`src/rtl/id_ex_stage.sv`:
```
// ID/EX pipeline register with load-use hazard detection, branch flush and a
// saturating stall counter. One slot, one cycle of latency.
module id_ex_stage #(
  parameter int DATA_W = 32,
  parameter int CNT_W  = 16
) (
  input  logic              clk,
  input  logic              reset,
  input  logic [4:0]        IF_ID_reg_rs,
  input  logic [4:0]        IF_ID_reg_rt,
  input  logic [4:0]        IF_ID_reg_rd,
  input  logic [DATA_W-1:0] ID_read_data1,
  input  logic [DATA_W-1:0] ID_read_data2,
  input  logic [DATA_W-1:0] ID_imm,
  input  logic              ID_regWrite,
  input  logic              ID_memRead,
  input  logic              ID_memWrite,
  input  logic              ID_memToReg,
  input  logic              ID_aluSrc,
  input  logic              ID_regDst,
  input  logic [3:0]        ID_aluOp,
  input  logic              ID_valid,
  input  logic              branch_taken,
  output logic [4:0]        ID_EX_reg_rs,
  output logic [4:0]        ID_EX_reg_rt,
  output logic [4:0]        ID_EX_write_reg,
  output logic [DATA_W-1:0] ID_EX_data1,
  output logic [DATA_W-1:0] ID_EX_data2,
  output logic [DATA_W-1:0] ID_EX_imm,
  output logic              EX_regWrite,
  output logic              EX_memRead,
  output logic              EX_memWrite,
  output logic              EX_memToReg,
  output logic              EX_aluSrc,
  output logic [3:0]        EX_aluOp,
  output logic              ID_EX_valid,
  output logic              pc_write,
  output logic              IF_ID_write,
  output logic              stall,
  output logic [CNT_W-1:0]  stall_count
);

  function automatic logic [CNT_W-1:0] sat_inc(input logic [CNT_W-1:0] v);
    return (v == {CNT_W{1'b1}}) ? v : v + CNT_W'(1);
  endfunction

  logic rs_hit;
  logic rt_hit;
  logic load_use;
  logic bubble;

  // A store matching only on rt is excluded: its store data is forwarded later.
  assign rs_hit   = (ID_EX_write_reg == IF_ID_reg_rs);
  assign rt_hit   = (ID_EX_write_reg == IF_ID_reg_rt) && !ID_memWrite;
  assign load_use = ID_EX_valid && EX_memRead && (ID_EX_write_reg != 5'd0) &&
                    ID_valid && (rs_hit || rt_hit);

  assign stall       = load_use && !branch_taken;
  assign pc_write    = !stall;
  assign IF_ID_write = !stall;
  assign bubble      = branch_taken || stall;

  // ID -> EX slot
  always_ff @(posedge clk or posedge reset) begin
    if (reset) begin
      ID_EX_valid     <= 1'b0;
      ID_EX_reg_rs    <= '0;
      ID_EX_reg_rt    <= '0;
      ID_EX_write_reg <= '0;
      ID_EX_data1     <= '0;
      ID_EX_data2     <= '0;
      ID_EX_imm       <= '0;
      EX_regWrite     <= 1'b0;
      EX_memRead      <= 1'b0;
      EX_memWrite     <= 1'b0;
      EX_memToReg     <= 1'b0;
      EX_aluSrc       <= 1'b0;
      EX_aluOp        <= '0;
    end else if (bubble) begin
      ID_EX_valid     <= 1'b0;
      ID_EX_reg_rs    <= '0;
      ID_EX_reg_rt    <= '0;
      ID_EX_write_reg <= '0;
      ID_EX_data1     <= '0;
      ID_EX_data2     <= '0;
      ID_EX_imm       <= '0;
      EX_regWrite     <= 1'b0;
      EX_memRead      <= 1'b0;
      EX_memWrite     <= 1'b0;
      EX_memToReg     <= 1'b0;
      EX_aluSrc       <= 1'b0;
      EX_aluOp        <= '0;
    end else begin
      ID_EX_valid     <= ID_valid;
      ID_EX_reg_rs    <= IF_ID_reg_rs;
      ID_EX_reg_rt    <= IF_ID_reg_rt;
      ID_EX_write_reg <= ID_regDst ? IF_ID_reg_rd : IF_ID_reg_rt;
      ID_EX_data1     <= ID_read_data1;
      ID_EX_data2     <= ID_read_data2;
      ID_EX_imm       <= ID_imm;
      EX_regWrite     <= ID_regWrite & ID_valid;
      EX_memRead      <= ID_memRead & ID_valid;
      EX_memWrite     <= ID_memWrite & ID_valid;
      EX_memToReg     <= ID_memToReg & ID_valid;
      EX_aluSrc       <= ID_aluSrc & ID_valid;
      EX_aluOp        <= ID_aluOp & {4{ID_valid}};
    end
  end

  always_ff @(posedge clk or posedge reset) begin
    if (reset) begin
      stall_count <= '0;
    end else if (stall) begin
      stall_count <= sat_inc(stall_count);
    end
  end

endmodule

```
`config.mk`:
```
export PLATFORM = sky130hd
export DESIGN_NAME = id_ex_stage
export DESIGN_NICKNAME = d
export VERILOG_FILES = /design/src/rtl/id_ex_stage.sv
export SDC_FILE = /design/constraint.sdc
export NUM_CORES = 1
export LEC_CHECK = 0
export BUFFER_PORTS_ARGS = -buffer_cell sky130_fd_sc_hd__buf_2
export CAP_MARGIN = 30
export CORE_MARGIN = 3
export CORE_UTILIZATION = 45
export CTS_CLUSTER_DIAMETER = 60
export DETAILED_ROUTE_END_ITERATION = 10
export HOLD_SLACK_MARGIN = 0.02
export PLACE_DENSITY = 0.88
export SKIP_LAST_GASP = 1
export SLEW_MARGIN = 20
export SYNTH_ARGS = -nofsm -noshare
export SYNTH_HDL_FRONTEND = slang
export SYNTH_SLANG_ARGS = --single-unit
```
`constraint.sdc`:
```
create_clock -name clk -period 5 [get_ports clk]
set_clock_uncertainty 0.2 [all_clocks]
set_input_delay 0.5 -clock clk [delete_from_list [all_inputs] [get_ports clk]]
set_output_delay 0.5 -clock clk [all_outputs]
set_load 0.01 [all_outputs]
```
==> results of run 1 <==
[routing by layer]
metal | part of all wire [%] | track usage (%)
met1 | 34 | 27.9
met2 | 52 | 48.6
met3 | 8.6 | 10.0
met4 | 5.2 | 15.5
met5 | 0.12 | 0
[per-stage QoR]
step	hold WS, ns	cells	cell area (um^2)
after floorplan	0.325	365	4950
after global placement	0.302	751	6360
after detailed placement	0.309	751	6360
after CTS	0.0245	895	8050
after global routing	0.0288	898	8050
final	0.0456	898	8050
[worst register-to-register path, delay by kind of cell (launching register included)]
family	cells	cell delay, ns
AOI/OAI and AO/OA	2	0.96
and+or+nand+nor	2	0.89
buffers and inverters	1	0.62
DFF	1	0.44
[power by group through the flow]
stage | Sequential (mW) | Combinational [mW] | Clock (mW)
5_1_grt | 1.18 | 0.330 | 1.27
6_report | 1.18 | 0.304 | 1.19
4_1_cts | 1.18 | 0.294 | 1.20
3_3_place_gp | 1.19 | 0.217 | 0
2_1_floorplan | 1.22 | 0.0810 | 0
3_5_place_dp | 1.19 | 0.224 | 0
[repair_timing]
action | CTS | global route
hold buffers | 112 | 0
resized for setup | 0 | 0
endpoints found under the hold margin | 190 | 0
[kinds of logic (layout without fill, tap and decap cells)]
| logic type | Yosys count | count (layout) |
|---|---|---|
| compound gates | 8 | 8 |
| xor+xnor | 22 | 22 |
| fa+ha+maj | 1 | 1 |
| buf+inv | 19 | 413 |
| flops | 137 | 137 |
| mux | 7 | 7 |
| other cells | 0 | 3 |
| simple gates | 171 | 171 |
[cell type report]
type	instances	area share, %
diodes	3	0.0932
clock buffers	18	5.19
clock inverters	14	1.83
inverters	2	0.155
multi-input cells	209	17.4
flip-flops and latches	137	42.6
well taps	136	2.11
repair buffers	379	30.6
[worst paths after layout]
| kind | slack, ns | to | startpoint | depth (start not counted) |
|---|---|---|---|---|
| max reg2reg | 1.82 | ID_EX_data2[17] | ID_EX_write_reg[0] | 5 |
| min | 0.05 | ID_EX_reg_rt[0] | IF_ID_reg_rt[0] | 2 |
| min reg2reg | 0.31 | stall_count[9] | stall_count[9] | 1 |
| max | 1.82 | ID_EX_data2[17] | ID_EX_write_reg[0] | 5 |
| max in group asynchronous | 2.93 | ID_EX_data2[18] | reset | 4 |
| min in group asynchronous | 0.48 | ID_EX_imm[12] | reset | 3 |
[cell usage in the layout, fill, tap and decap left out, types with 2 or more instances in the layout]
cell / netlist / routed
nand3_1: 12 / 12
mux2i_1: 5 / 5
mux2_1: 2 / 2
nor4_1: 5 / 5
nor3_1: 2 / 2
and2_1: 115 / 115
inv_6: 0 / 4
nand4_1: 10 / 10
and3_1: 7 / 7
nor2_1: 3 / 3
nor2b_1: 6 / 6
xnor2_1: 21 / 21
buf_4: 10 / 3
buf_2: 2 / 264
dlygate4sd3_1: 0 / 112
clkinvlp_4: 0 / 5
clkinv_2: 0 / 3
dfrtp_1: 137 / 137
clkbuf_16: 0 / 16
nand2_1: 6 / 6
a21oi_1: 2 / 2
diode_2: 0 / 3
bufinv_16: 0 / 2
==> flow_summary.yaml, run 1 <==
synthesis:
  synth_area_mm2: 0.00495
  synth_top_family_by_area: "simple AND/OR/NAND/NOR gates"
  synth.area.mux_share_pct: 1.47
  synth_top_area_cell: "dfrtp_1"
  yosysTopAreaCellShare_pct: 69.2
  synthFlopType: "dfrtp_1"
  ys_async_sr_fraction_pct: 100
  synthAdderAreaFrac_pct: 0.253
  synth-seq-cells: 137
  synth_cells: 365
  postSynthAreaPerCell_um2: 13.6
  synthTopCellsByCount: "dfrtp_1 (137), and2_1 (115), xnor2_1 (21), nand3_1 (12)"
  synth_compound_area_share_pct: 1.82
  netlist_top_cells_area: "dfrtp_1 (69%), and2_1 (15%), xnor2_1 (3.7%)"
  synthXorXnorAreaFrac_pct: 3.89
  synth_warnings: 0
  synth-edff-count: 0
  yosysMostFrequentCell: "dfrtp_1"
  syn-num-nets: 491
  synth_cell_types: 33
  synth_simple_gate_area_share_pct: 20.9
  seq_area_frac_synth_pct: 69.2
sta:
  period_needed_ns: 3.18
  tns_ns: 0
  tightest_slew_ns: 0.811
  finalCritPeriodShare_pct: 63.6
  hold_viol: 0
  maxSlewHeadroom_pct: 45.8
  setup_slack_ns: 1.82
  fmax_mhz: 314
  setup_viol: 0
  rsz0062_at_grt: "no"
  slew_violations: 0
global_route:
  grt_max_degree: 81
  grt_pass1_vias: 4920
  grt_overflow: 0
  antenna_found_initial: 4
  grt.total_usage_pct: 27.5
  grt_pass1_wl_um: 26200
worst_setup_path:
  crit_chain: "or4_1 > o211a_2 > a31oi_4 > buf_4 > and2_1"
  worst_setup_path_start_kind: "flip-flop"
  end_kind: "flip-flop"
  worstPathRequired_ns: 5.24
  arrival_ns: 3.42
  critPathMaxFanout: 79
  slowest_delay_ns: 0.63
  critPathBufInv: 1
  cp_slowest_cell: "a31oi_4"
  cp_top_family: "compound AO/OA/AOI/OAI gates"
  crit_type: "reg -> reg"
power_and_ir_drop:
  p_int_mw: 2.03
  ir_worst_vdd_mv: 0.273
  powerDensity_mw_per_mm2: 333
  switching_power_mw: 0.648
  p_seq_share_pct: 44.1
  p_total_mw: 2.68
  p_sw_share_pct: 24.2
  pwr-share-comb_pct: 11.4
  pwr-share-clk_pct: 44.6
  p_leak_nw: 4.24
final_layout:
  drive_gt1_share_pct: 40.2
  nNetsFinal: 872
  final_core_util_pct: 76.6
  fill_cells: 625
  area_growth_pct: 62.6
  multi_input_area_mm2: 0.00141
  ff_latch_area_mm2: 0.00343
  largestRegisters: "ID_EX_data1: 32 flops, ID_EX_data2: 32 flops, ID_EX_imm: 32 flops"
cts:
  cts_tree: "done"
  htree_levels: 4
  clock_sinks: 137
  path_clk_slew_ns: 0.06
  cts-root-buf: "clkbuf_8"
  post_cts_buffers: 0
  numCtsBuffers: 17
  clk_latency_ns: 0.51
  cts_buffer_depth: 2
floorplanning:
  die_h_um: 111
  io_pins: 265
  start_util_pct: 47.1
  core_mm2: 0.0105
  die_area_mm2: 0.0123
  die_w_um: 111
  num_rows: 37
flow_run:
  max_cap_viol_count: 0
detailed_routing:
  wl_per_cell_um: 18.4
  detail-route-antenna-nets: 0
  via_per_inst: 4.87
  vias: 4369
  firstDrtPassIters: 4
  wirelength_um: 16500
  drc: 0
  drtIter0Drc: 169
place:
  gp_congestion: 0.760
  port_buffers: 264
  dp_hpwl_um: 9300
  dp_slack_ns: 1.93
worst_hold_path:
  holdCritPathClass: "in -> reg"
outcome:
  outcome: "completed"
Power figures use the tool's default switching activity.
==> run 2, diff against run 1 <==
- ABC_AREA: not set -> 1
- CORE_UTILIZATION: 45 -> 46
- PLACE_DENSITY: 0.88 -> 0.89
- clock period: 5 -> 3.3 ns (I/O delays scaled with it)
==> flow_summary.yaml, run 2 <==
floorplanning:
  core_mm2: 0.0110
  die_area_mm2: 0.0128
  die_w_um: 113
  io_pins: 265
  num_rows: 38
  die_h_um: 113
  start_util_pct: 47.7
power_and_ir_drop:
  p_seq_share_pct: 43.1
  ir_worst_vdd_mv: 0.437
  p_sw_share_pct: 24.8
  pwr-share-clk_pct: 45.0
  p_int_mw: 3.11
  powerDensity_mw_per_mm2: 488
  switching_power_mw: 1.03
  pwr-share-comb_pct: 11.9
  p_total_mw: 4.13
  p_leak_nw: 5.00
final_layout:
  drive_gt1_share_pct: 32.0
  largestRegisters: "ID_EX_data1: 32 flops, ID_EX_data2: 32 flops, ID_EX_imm: 32 flops"
  stdcell_area_mm2: 0.00846
  area_growth_pct: 60.8
  layout_common_cells: "buf_2 (264), nor2_1 (142), dfrtp_1 (137)"
  final_core_util_pct: 76.7
  fill_cells: 691
  nNetsFinal: 1085
  insertedDiodeCount: 0
  final_common_cell: "buf_2"
global_route:
  antenna_found_initial: 0
  grt_max_degree: 138
  grt_pass1_vias: 5643
  grt.total_usage_pct: 28.8
  grt_pass1_wl_um: 28000
  grt_overflow: 0
detailed_routing:
  wirelength_um: 17800
  wl_per_cell_um: 16.0
  firstDrtPassIters: 5
  via_per_inst: 4.59
  detail-route-antenna-nets: 0
  drc: 0
  drtIter0Drc: 400
  vias: 5101
sta:
  period_needed_ns: 2.47
  setup_viol: 0
  finalCritPeriodShare_pct: 74.8
  tns_ns: 0
  fmax_mhz: 405
  maxSlewHeadroom_pct: 53.5
  timing.hold.ws_ns: 0.0321
  hold_viol: 0
  tightest_slew_ns: 0.697
  slew_violations: 0
  rsz0062_at_grt: "no"
synthesis:
  synth_top_area_cell: "dfrtp_1"
  synth-edff-count: 0
  synth_area_mm2: 0.00526
  synthFlopType: "dfrtp_1"
  synth_warnings: 0
  synth_cells: 572
  synth_cell_types: 21
  synthTopCellsByCount: "nor2_1 (142), dfrtp_1 (137), inv_1 (123), nand2_1 (99)"
  yosysTopAreaCellShare_pct: 65.1
  ys_async_sr_fraction_pct: 100
  postSynthAreaPerCell_um2: 9.20
  seq_area_frac_synth_pct: 65.1
  syn-num-nets: 698
  yosysMostFrequentCell: "nor2_1"
  synth-seq-cells: 137
  netlist_top_cells_area: "dfrtp_1 (65%), nor2_1 (10%), inv_1 (8.8%)"
cts:
  clock_sinks: 137
  cts_buffer_depth: 2
  htree_levels: 4
  cts_tree: "done"
  post_cts_buffers: 0
  numCtsBuffers: 17
  cts-root-buf: "clkbuf_16"
  path_clk_slew_ns: 0.06
  clk_latency_ns: 0.41
place:
  dp_hpwl_um: 10300
  place_area_mm2: 0.00669
  port_buffers: 264
  gp_congestion: 0.858
worst_setup_path:
  crit_type: "in -> out"
  slowest_delay_ns: 0.54
  arrival_ns: 1.94
  worstPathRequired_ns: 2.77
  worst_setup_path_start_kind: "input port"
  end_kind: "output pin"
  cp_top_family: "buffers and inverters"
  crit_chain: "dlygate4sd3_1 > buf_2 > inv_1 > nand2_1 > nand2_1 > nor2_1 > nand3_1 > nand2_2 > nand3_2 > inv_1 > buf_2"
  critPathBufInv: 5
  cp_slowest_cell: "dlygate4sd3_1"
  critPathMaxFanout: 4
worst_hold_path:
  holdCritPathClass: "in -> reg"
flow_run:
  max_cap_viol_count: 0
outcome:
  outcome: "completed"
==> run 2: cell count changes after synthesis, sizes merged, moves of 5 or more <==
cell | previous run | this run
nand2 | 6 | 100
and2 | 115 | 0
nor4 | 5 | 0
nor2b | 6 | 0
mux2i | 5 | 0
nor2 | 3 | 143
xnor2 | 21 | 6
inv | 2 | 130
xor2 | 1 | 8
and3 | 7 | 0
==> run 2: routing by layer <==
| layer | share of wire, % | GRT usage, % | wire length [um] | up-vias |
|---|---|---|---|---|
| met5 | 0 | 0 | 0 | - |
| met4 | 4.7 | 15.1 | 833 | 0 |
| met3 | 7.2 | 8.24 | 1290 | 62 |
| met2 | 52 | 52.0 | 9320 | 251 |
| met1 | 36 | 30.2 | 6370 | 2386 |
| li1 | - | - | - | 2402 |
==> run 2: cells by family (layout without fill, tap and decap cells) <==
| logic type | Yosys count | count (layout) | share of synthesized area [%] |
|---|---|---|---|
| simple gates | 266 | 266 | 20.1 |
| buf+inv | 148 | 548 | 11.7 |
| flops | 137 | 137 | 65.1 |
| xor+xnor | 14 | 14 | 2.33 |
| compound gates | 6 | 6 | 0.570 |
| fa+ha+maj | 1 | 1 | 0.238 |
==> run 2: final timing paths <==
check                           slack [ns]          startpoint               to  cells past startpoint
worst max-delay path                  0.83     IF_ID_reg_rt[1]            stall                     11
worst min-delay path                  0.03     IF_ID_reg_rt[0]  ID_EX_reg_rt[0]                      3
worst max register to register        1.19  ID_EX_write_reg[1]    ID_EX_imm[12]                     10
worst min register to register        0.35      stall_count[8]   stall_count[8]                      2
max in group asynchronous             1.86               reset     ID_EX_imm[1]                      4
min in group asynchronous             0.53               reset   ID_EX_data2[1]                      4
==> run 2: cell type report <==
type | instances | area (um^2) | area share, %
multi-input combinational | 287 | 1230 | 14.5
sequential | 137 | 3430 | 40.5
tap | 140 | 175 | 2.07
clock buffer | 18 | 429 | 5.07
clock inverter | 14 | 150 | 1.77
timing repair buffer | 386 | 2560 | 30.2
inverter | 130 | 492 | 5.81
==> run 2: repair_timing <==
item | 4_1_cts | 5_1_grt
hold endpoints to repair | 255 | 0
resized for setup | 0 | 0
hold buffers | 119 | 0
==> run 2: power groups by stage <==
stage	clock network [mW]	logic, mW	registers [mW]
6_report	1.86	0.491	1.78
2_1_floorplan	0	0.133	1.85
3_3_place_gp	0	0.357	1.80
4_1_cts	1.87	0.476	1.78
5_1_grt	1.96	0.536	1.79
3_5_place_dp	0	0.365	1.81
==> run 2: per-stage QoR <==
| step | instances | setup WS, ns |
|---|---|---|
| after floorplan | 572 | 1.06 |
| after global placement | 961 | 1.17 |
| after detailed placement | 961 | 1.13 |
| after CTS | 1112 | 0.859 |
| after global routing | 1112 | 0.675 |
| final | 1112 | 0.830 |
==> run 2: worst register-to-register path: cells and delay by family (launching register included) <==
family / cells / cell delay, ns
flip-flops: 1 / 0.39
AND/OR/NAND/NOR: 8 / 0.90
buffers and inverters: 2 / 0.48
==> run 3, diff against run 2 <==
- clock period: 3.3 -> 2.3 ns (I/O delays scaled with it)
==> flow_summary.yaml, run 3 (synthesized netlist as in run 2, its figures left out) <==
outcome:
  outcome: "completed"
global_route:
  grt_overflow: 0
  grt.total_usage_pct: 28.7
  grt_max_degree: 55
  grt_pass1_vias: 5692
  antenna_found_initial: 1
  grt_pass1_wl_um: 28100
place:
  dp_slack_ns: 0.289
  dp_hpwl_um: 10500
  gp_congestion: 0.824
  place_inst: 965
  port_buffers: 264
power_and_ir_drop:
  powerDensity_mw_per_mm2: 668
  ir_worst_vdd_mv: 0.558
  p_leak_nw: 5.06
cts:
  numCtsBuffers: 17
  htree_levels: 4
  cts-root-buf: "clkbuf_16"
  cts_buffer_depth: 2
  clk_latency_ns: 0.41
  post_cts_buffers: 0
  path_clk_slew_ns: 0.06
  clock_sinks: 137
  cts_tree: "done"
final_layout:
  nNetsFinal: 1104
  largestRegisters: "ID_EX_data1: 32 flops, ID_EX_data2: 32 flops, ID_EX_imm: 32 flops"
  area_growth_pct: 64.2
  drive_gt1_share_pct: 31.8
  final_core_util_pct: 78.4
  layout_common_cells: "buf_2 (264), nor2_1 (142), dfrtp_1 (136)"
  final_common_cell: "buf_2"
  final_cells: 1131
worst_setup_path:
  slowest_delay_ns: 0.54
  worst_setup_path_start_kind: "input port"
  reg2reg_depth: 7
  reg2reg_from: "stall_count[0]"
  critPathBufInv: 5
  rr_endpoint: "stall_count[12]"
  worstPathRequired_ns: 1.87
  cp_slowest_cell: "dlygate4sd3_1"
  cp_top_family: "buffers and inverters"
  crit_top_cell: "buf_2"
  crit_chain: "dlygate4sd3_1 > buf_2 > inv_1 > nand2_1 > nor2_1 > nand3_1 > nand2_2 > nand3_4 > inv_2 > buf_2"
  arrival_ns: 1.76
  crit_type: "in -> out"
  crit_cells: 10
  critPathMaxFanout: 4
  end_kind: "output pin"
  r2r_slack_ns: 0.28
floorplanning:
  die_h_um: 113
  die_area_mm2: 0.0128
  start_util_pct: 47.7
  core_mm2: 0.0110
  die_w_um: 113
  io_pins: 265
  num_rows: 38
sta:
  fmax_mhz: 457
  rsz0062_at_grt: "no"
  slew_violations: 0
  finalCritPeriodShare_pct: 95.1
  setup_viol: 0
  setup_slack_ns: 0.112
  period_needed_ns: 2.19
  hold_viol: 0
  tightest_slew_ns: 0.550
  tns_ns: 0
  maxSlewHeadroom_pct: 63.3
detailed_routing:
  detail-route-antenna-nets: 0
  wl_per_cell_um: 15.6
  drc: 0
  firstDrtPassIters: 4
  vias: 5196
  wirelength_um: 17600
  drtIter0Drc: 347
  via_per_inst: 4.59
worst_hold_path:
  holdCritPathClass: "in -> async"
flow_run:
  max_cap_viol_count: 0
run 3: timing repair:
item | 4_1_cts | 5_1_grt
hold buffers | 134 | 0
resized for setup | 0 | 3
setup endpoints to repair | 0 | 1
endpoints found under the hold margin | 142 | 0
run 3: worst max-delay path by stage:
stage | end | from | slack [ns]
global placement | stall_count[9] | stall_count[0] | 0.31
global route | stall | IF_ID_reg_rt[0] | 0.02
floorplan | EX_aluOp[0] | reset | 0.16
detailed placement | stall_count[0] | stall_count[0] | 0.29
CTS | stall | ID_memWrite | 0.04
finish | stall | ID_memWrite | 0.11
run 3: power breakdown:
group,switching [mW],internal (mW)
combinational,0.369,0.370
clock,0.966,1.51
sequential,0.0400,2.52
total,1.38,4.40
run 3: metrics by stage:
step | cell area, um^2 | hold WS, ns | power [mW]
final | 8640 | 0.224 | 5.77
after global routing | 8640 | 0.255 | 6.01
after CTS | 8630 | 0.204 | 5.78
after detailed placement | 6750 | 0.102 | 3.13
after global placement | 6750 | 0.104 | 3.11
after floorplan | 5270 | 0.136 | 2.84
run 3: cell type report:
cell class                      instances  area [um^2]
Inverter                              130          492
Fill cell                             629         2390
Clock inverter                          7         42.5
Antenna cell                            1         2.50
Tap cell                              140          175
Multi-Input combinational cell        287         1240
Timing Repair Buffer                  405         2770
Clock buffer                           24          502
Sequential cell                       137         3430
run 3: layer usage:
metal  vias up  GRT usage [%]  share of wire (%)
met4         0           16.4                4.4
met2       245           50.1                 52
met1      2446           29.8                 35
met5         -              0                  0
met3        61           10.0                8.3
li1       2444              -                  -
run 3: worst min-delay path: stages:
cell	delay, ns
dlygate4sd3_1	0.53
buf_2	0.14
clkinvlp_4	0.37
